**src/rtl/blockade_input_cond.sv**
```systemverilog
// Input conditioning for the Blockade core: registered joystick sampling,
// DIP latch from the OSD download stream, a fixed-length coin pulse with
// lockout, and a per-player last-pressed 4-way direction arbiter.
// All core-facing bytes are active low.
module blockade_input_cond #(
  parameter int COIN_HOLD = 1000000,
  parameter int COIN_GAP  = 500000
) (
  input  logic        clk,
  input  logic        reset,
  input  logic        ioctl_wr,
  input  logic [7:0]  ioctl_index,
  input  logic [24:0] ioctl_addr,
  input  logic [7:0]  ioctl_dout,
  input  logic [15:0] joystick_0,
  input  logic [15:0] joystick_1,
  output logic [7:0]  in0,
  output logic [7:0]  in1,
  output logic [7:0]  in2,
  output logic        coin_busy
);

  localparam int CNT_MAX = (COIN_HOLD > COIN_GAP) ? COIN_HOLD : COIN_GAP;
  localparam int CNT_W   = (CNT_MAX > 1) ? $clog2(CNT_MAX) : 1;
  localparam logic [CNT_W-1:0] HOLD_LOAD = CNT_W'(COIN_HOLD - 1);
  localparam logic [CNT_W-1:0] GAP_LOAD  = CNT_W'(COIN_GAP - 1);
  localparam logic [CNT_W-1:0] CNT_ONE   = CNT_W'(1);

  typedef enum logic [1:0] {
    COIN_IDLE  = 2'd0,
    COIN_PULSE = 2'd1,
    COIN_GAP_S = 2'd2
  } coin_state_t;

  // DIP lives encoding as the cabinet expects it
  function automatic logic [2:0] dip_lives(input logic [1:0] sel);
    case (sel)
      2'd0:    return 3'b011;
      2'd1:    return 3'b110;
      2'd2:    return 3'b100;
      default: return 3'b000;
    endcase
  endfunction

  // One-hot pick with up > down > left > right; vector is {up, down, left, right}
  function automatic logic [3:0] pick_dir(input logic [3:0] v);
    if (v[3])      return 4'b1000;
    else if (v[2]) return 4'b0100;
    else if (v[1]) return 4'b0010;
    else if (v[0]) return 4'b0001;
    else           return 4'b0000;
  endfunction

  // Newest press wins; otherwise keep the active direction while it is held
  function automatic logic [3:0] arb_dir(input logic [3:0] d, input logic [3:0] p,
                                         input logic [3:0] act);
    logic [3:0] fresh;
    fresh = d & ~p;
    if (fresh != 4'b0000)     return pick_dir(fresh);
    else if ((act & d) != 4'b0000) return act;
    else                      return pick_dir(d);
  endfunction

  logic [7:0]       dip0_q = 8'h00;
  logic [4:0]       joy0_s1_q, joy1_s1_q;
  logic             coin_prev_q;
  logic [3:0]       p1_prev_q, p2_prev_q;
  logic [3:0]       p1_act_q, p2_act_q, p1_act_d, p2_act_d;
  coin_state_t      state_q, state_d;
  logic [CNT_W-1:0] cnt_q, cnt_d;
  logic [7:0]       in1_q, in1_d;
  logic             coin_busy_q, coin_busy_d;
  logic             coin_any, coin_edge;
  logic             unused_joy;

  assign unused_joy = ^{joystick_0[15:5], joystick_1[15:5]};

  // DIP latch keeps its contents across resets so OSD/ROM resets preserve settings
  always_ff @(posedge clk) begin
    if (ioctl_wr && ioctl_index == 8'd254 && ioctl_addr == 25'd0)
      dip0_q <= ioctl_dout;
  end

  // Stage S1: raw joystick sample, plus previous-sample history for edge detection
  always_ff @(posedge clk or posedge reset) begin
    if (reset) begin
      joy0_s1_q   <= 5'd0;
      joy1_s1_q   <= 5'd0;
      coin_prev_q <= 1'b0;
      p1_prev_q   <= 4'd0;
      p2_prev_q   <= 4'd0;
    end else begin
      joy0_s1_q   <= joystick_0[4:0];
      joy1_s1_q   <= joystick_1[4:0];
      coin_prev_q <= coin_any;
      p1_prev_q   <= joy0_s1_q[3:0];
      p2_prev_q   <= joy1_s1_q[3:0];
    end
  end

  assign coin_any  = joy0_s1_q[4] | joy1_s1_q[4];
  assign coin_edge = coin_any & ~coin_prev_q;

  // Coin FSM next state; edges outside IDLE are dropped, not queued
  always_comb begin
    state_d = state_q;
    cnt_d   = cnt_q;
    case (state_q)
      COIN_IDLE: begin
        if (coin_edge) begin
          state_d = COIN_PULSE;
          cnt_d   = HOLD_LOAD;
        end
      end
      COIN_PULSE: begin
        if (cnt_q == '0) begin
          state_d = COIN_GAP_S;
          cnt_d   = GAP_LOAD;
        end else begin
          cnt_d = cnt_q - CNT_ONE;
        end
      end
      COIN_GAP_S: begin
        if (cnt_q == '0) state_d = COIN_IDLE;
        else             cnt_d   = cnt_q - CNT_ONE;
      end
      default: begin
        state_d = COIN_IDLE;
        cnt_d   = '0;
      end
    endcase
  end

  // Output byte assembly from the next FSM state and S1-derived arbitration
  always_comb begin
    in1_d       = ~{(state_d == COIN_PULSE), dip_lives(dip0_q[1:0]), 4'b0000};
    coin_busy_d = (state_d != COIN_IDLE);
    p1_act_d    = arb_dir(joy0_s1_q[3:0], p1_prev_q, p1_act_q);
    p2_act_d    = arb_dir(joy1_s1_q[3:0], p2_prev_q, p2_act_q);
  end

  // Stage S2: registered FSM state and core-facing outputs
  always_ff @(posedge clk or posedge reset) begin
    if (reset) begin
      state_q     <= COIN_IDLE;
      cnt_q       <= '0;
      in1_q       <= 8'hFF;
      coin_busy_q <= 1'b0;
      p1_act_q    <= 4'd0;
      p2_act_q    <= 4'd0;
    end else begin
      state_q     <= state_d;
      cnt_q       <= cnt_d;
      in1_q       <= in1_d;
      coin_busy_q <= coin_busy_d;
      p1_act_q    <= p1_act_d;
      p2_act_q    <= p2_act_d;
    end
  end

  assign in0       = 8'hFF;
  assign in1       = in1_q;
  assign in2       = ~{p2_act_q[1], p2_act_q[2], p2_act_q[0], p2_act_q[3],
                       p1_act_q[1], p1_act_q[2], p1_act_q[0], p1_act_q[3]};
  assign coin_busy = coin_busy_q;

endmodule

```
**config.mk**
```make
export PLATFORM = sky130hd
export DESIGN_NAME = blockade_input_cond
export DESIGN_NICKNAME = d
export VERILOG_FILES = /design/src/rtl/blockade_input_cond.sv
export SDC_FILE = /design/constraint.sdc
export NUM_CORES = 1
export LEC_CHECK = 0
export ABC_CLOCK_PERIOD_IN_PS = 5300
export BUFFER_PORTS_ARGS = -buffer_cell sky130_fd_sc_hd__buf_4
export CAP_MARGIN = 20
export CORE_UTILIZATION = 50
export CTS_CLUSTER_SIZE = 8
export DETAILED_ROUTE_END_ITERATION = 10
export MAX_ROUTING_LAYER = met4
export PLACE_DENSITY = 0.83
export SETUP_SLACK_MARGIN = 0.1
export SYNTH_ARGS = -nofsm -noshare
export SYNTH_HDL_FRONTEND = slang
export SYNTH_SLANG_ARGS = --single-unit
```
**constraint.sdc**
```tcl
create_clock -name clk -period 5.3 [get_ports clk]
set_clock_uncertainty 0.1 [all_clocks]
set_input_delay 0.265 -clock clk [delete_from_list [all_inputs] [get_ports clk]]
set_output_delay 0.265 -clock clk [all_outputs]
set_load 0.05 [all_outputs]
```
==> flow_summary.json <==
{
  "outcome": "finished clean",
  "number_of_drc_violations_after_detailed_routing_iteration_0": 176,
  "via_count": 2723,
  "fmaxAchievable_mhz": 398,
  "area.sequential_sq_um": 1420,
  "grt-ovfl-total": 0,
  "yosys_warnings": 0,
  "cts-htree-levels": 2,
  "mappedNetlistArea_sq_um": 3060,
  "floorplan.die_area_sq_um": 6430,
  "crit_path_end_kind": "register",
  "p_clk_share_pct": 19.6,
  "totalNegativeSetupSlack_ps": 0,
  "cts_made_buffers": 5,
  "post_cts_resize_count": 0,
  "critPathMaxFanout": 10,
  "max_cap_violations": 0,
  "post-route-min-period_ps": 2510,
  "wl_per_cell_um": 16.2,
  "relSlewSlack_pct": 42.2,
  "clkSlewWorstSetupHoldPaths_ps": 100,
  "ys_seq_area_share_pct": 46.3,
  "initial_core_util_pct": 51.6,
  "ir_drop_mv": 0.189,
  "clock-sinks": 56,
  "drt-vias-per-instance": 5.97,
  "fp.dieW_um": 80.2,
  "nets": 460,
  "detail_route.drc_violations": 0,
  "gp_routability_congestion": 0.884,
  "mostFrequentLayoutCell": "sky130_fd_sc_hd__buf_4",
  "number_of_register_bits_inferred_by_synthesis": 56,
  "synth_cells": 310,
  "global_route.usage.total_pct": 24.6,
  "grt_pass1_vias": 2712,
  "worst_pin_slew_ps": 867,
  "tritoncts": "yes",
  "stage_delay_of_the_slowest_cell_on_the_critical_path_ps": 550,
  "report.final.hold_viol_count": 0,
  "power.switching_uw": 462,
  "critPathSlowestCell": "sky130_fd_sc_hd__o31ai_2",
  "syn_avg_cell_area_sq_um": 9.86,
  "core_area_sq_um": 5920,
  "detail_route.wirelength_um": 7370,
  "synth_largest_type_area_fraction_pct": 40.9,
  "drt_pre_antenna_iters": 5,
  "fraction_of_layout_cells_with_a_size_suffix_above_1_pct": 25.2,
  "report.final.slew_viol_count": 0,
  "setup_repair_after_global_routing_missed_its_margin": "false",
  "hold_path_class": "input port to register",
  "worstPathRequired_ps": 5460,
  "layout_setup_ws_ps": 2790,
  "static_leakage_power_uw": 0.00162,
  "number_of_antenna_violations_at_the_first_check_in_global_routing": 0,
  "fill_cells": 493,
  "layout.cells.most_common_list": "60 x sky130_fd_sc_hd__buf_4, 50 x sky130_fd_sc_hd__dfrtp_1, 24 x sky130_fd_sc_hd__inv_1",
  "dp_hpwl_um": 5240,
  "ys_async_rst_share_pct": 96.4,
  "cts_root_buffer": "sky130_fd_sc_hd__clkbuf_8",
  "count_of_flip_flops_with_a_built_in_enable_after_synthesis": 2,
  "timing.critical_path.from_type": "register",
  "p_per_area_nw_per_um2": 331,
  "grt_start_max_net_pins": 30,
  "critPathTopFamily": "compound AO/OA/AOI/OAI gates",
  "crit_chain": "inv_1 -> ha_1 -> nor4b_4 -> nand4_4 -> o31ai_2 -> a21o_1 -> a22o_1",
  "cp.buffers_inverters": 1,
  "boundaryPins": 101,
  "power.sequential.fraction_pct": 49.6,
  "port_buffers": 60,
  "fp.dieH_um": 80.2,
  "finalPower_uw": 1230,
  "worst_skew_pair.late_latency_ps": 310,
  "share_comb_of_total_power_pct": 30.9,
  "cellInternalPower_uw": 765,
  "placement_rows": 28,
  "synth.area.top_cells": "sky130_fd_sc_hd__dfrtp_1 41%, sky130_fd_sc_hd__dfstp_2 3.4%, sky130_fd_sc_hd__o21ai_0 3.3%",
  "layout-area-overhead-vs-synth_pct": 21.2,
  "cp_data_arrival_time_ps": 2670,
  "clock_tree.buffer_depth": 2,
  "area_of_the_multi_input_gates_sq_um": 1430,
  "p_sw_share_pct": 37.6,
  "critPathKind": "register to register",
  "setup-violations-final": 0,
  "postSynth.topFlopCell": "sky130_fd_sc_hd__dfrtp_1",
  "antenna_cells": 0,
  "post-synth-top-area-cell": "sky130_fd_sc_hd__dfrtp_1",
  "global_route_wire_length_before_repair_um": 12000,
  "route.antenna.remaining_nets": 0,
  "post_synth_num_cell_types": 74,
  "layout_worst_path_cycle_share_pct": 47.4,
  "preCtsSetupSlack_ps": 2860
}
-- cells in the mapped netlist (all sizes together) (4+ instances only) --
| master | number |
|---|---|
| a21oi | 10 |
| dfstp | 4 |
| a22oi | 5 |
| or3 | 6 |
| dfrtp | 50 |
| nor2 | 17 |
| o22ai | 4 |
| nor4 | 9 |
| a21o | 5 |
| nor3 | 14 |
| ha | 4 |
| nand2b | 9 |
| inv | 25 |
| nand2 | 19 |
| nand4 | 8 |
| a31oi | 7 |
| clkbuf | 6 |
| buf | 14 |
| a22o | 4 |
| nand3 | 8 |
| o21ai | 25 |
-- routing by layer --
layer	GRT usage [%]	share of wire [%]
met1	28.4	42
met2	42.2	51
met3	5.57	5.2
met4	8.57	2.2
met5	-	0
-- cell families (layout without fill, tap and decap cells) --
| logic type | count (synthesis) | count (layout) | synth area share [%] |
|---|---|---|---|
| xor gates and xnor gates | 2 | 2 | 0.573 |
| DFF | 56 | 56 | 46.3 |
| and+or+nand+nor | 102 | 102 | 19.5 |
| AOI/OAI and AO/OA | 95 | 95 | 22.2 |
| buffers and inverters | 46 | 106 | 8.31 |
| other | 1 | 12 | 0.123 |
| adders and majority gates | 4 | 4 | 1.64 |
| muxes | 4 | 4 | 1.35 |
-- sequential cells by signal (all words and copies together) (netlist names) --
register and flops:
coin_prev_q 1, in1 4, p2_act_q 4, joy1_s1_q 5
p1_prev_q 4, dip0_q 2, cnt_q 20, p1_act_q 4
coin_busy 1, p2_prev_q 4, joy0_s1_q 5, state_q 2
-- final timing paths --
check | startpoint | end | slack [ps] | depth (start not counted)
min | ioctl_dout[1] | dip0_q[1] | 20 | 1
max reg2reg | cnt_q[0] | cnt_q[2] | 2790 | 7
min reg2reg | joy0_s1_q[0] | p1_prev_q[0] | 350 | 0
max in group asynchronous | reset | in1[7] | 3990 | 4
min in group asynchronous | reset | joy1_s1_q[0] | 480 | 3
max | cnt_q[0] | cnt_q[2] | 2790 | 7
-- power groups by stage --
stage               clock [uW]  combinational (uW)  sequential [uW]
finish                     240                 379              609
global route               264                 419              622
CTS                        245                 375              605
detailed placement           0                 368              611
global placement             0                 349              608
floorplan                    0                 300              583
-- repair_timing --
action,in CTS,in global routing
hold buffers,11,0
setup endpoints to repair,0,0
hold endpoints to repair,33,0
buffers inserted,0,0
-- stage by stage --
| stage | instance area, sq um | utilization [%] | hold WS, ps | std cells |
|---|---|---|---|---|
| 2_1_floorplan | 3100 | - | 196 | 321 |
| 3_3_place_gp | 3490 | 58.9 | 275 | 436 |
| 3_5_place_dp | 3510 | 59.2 | 269 | 437 |
| 4_1_cts | 3710 | 62.6 | 13.7 | 456 |
| 5_1_grt | 3710 | 62.6 | 3.60 | 456 |
| 6_report | 3710 | 62.6 | 21.6 | 456 |
-- layout make-up --
class	instances	area share [%]
Tap cell	75	2.53
Clock inverter	3	0.574
Multi-Input combinational cell	219	38.5
Timing Repair Buffer	72	15.7
Sequential cell	56	38.2
Inverter	26	2.63
Clock buffer	5	1.86
Power figures use the tool's default switching activity.
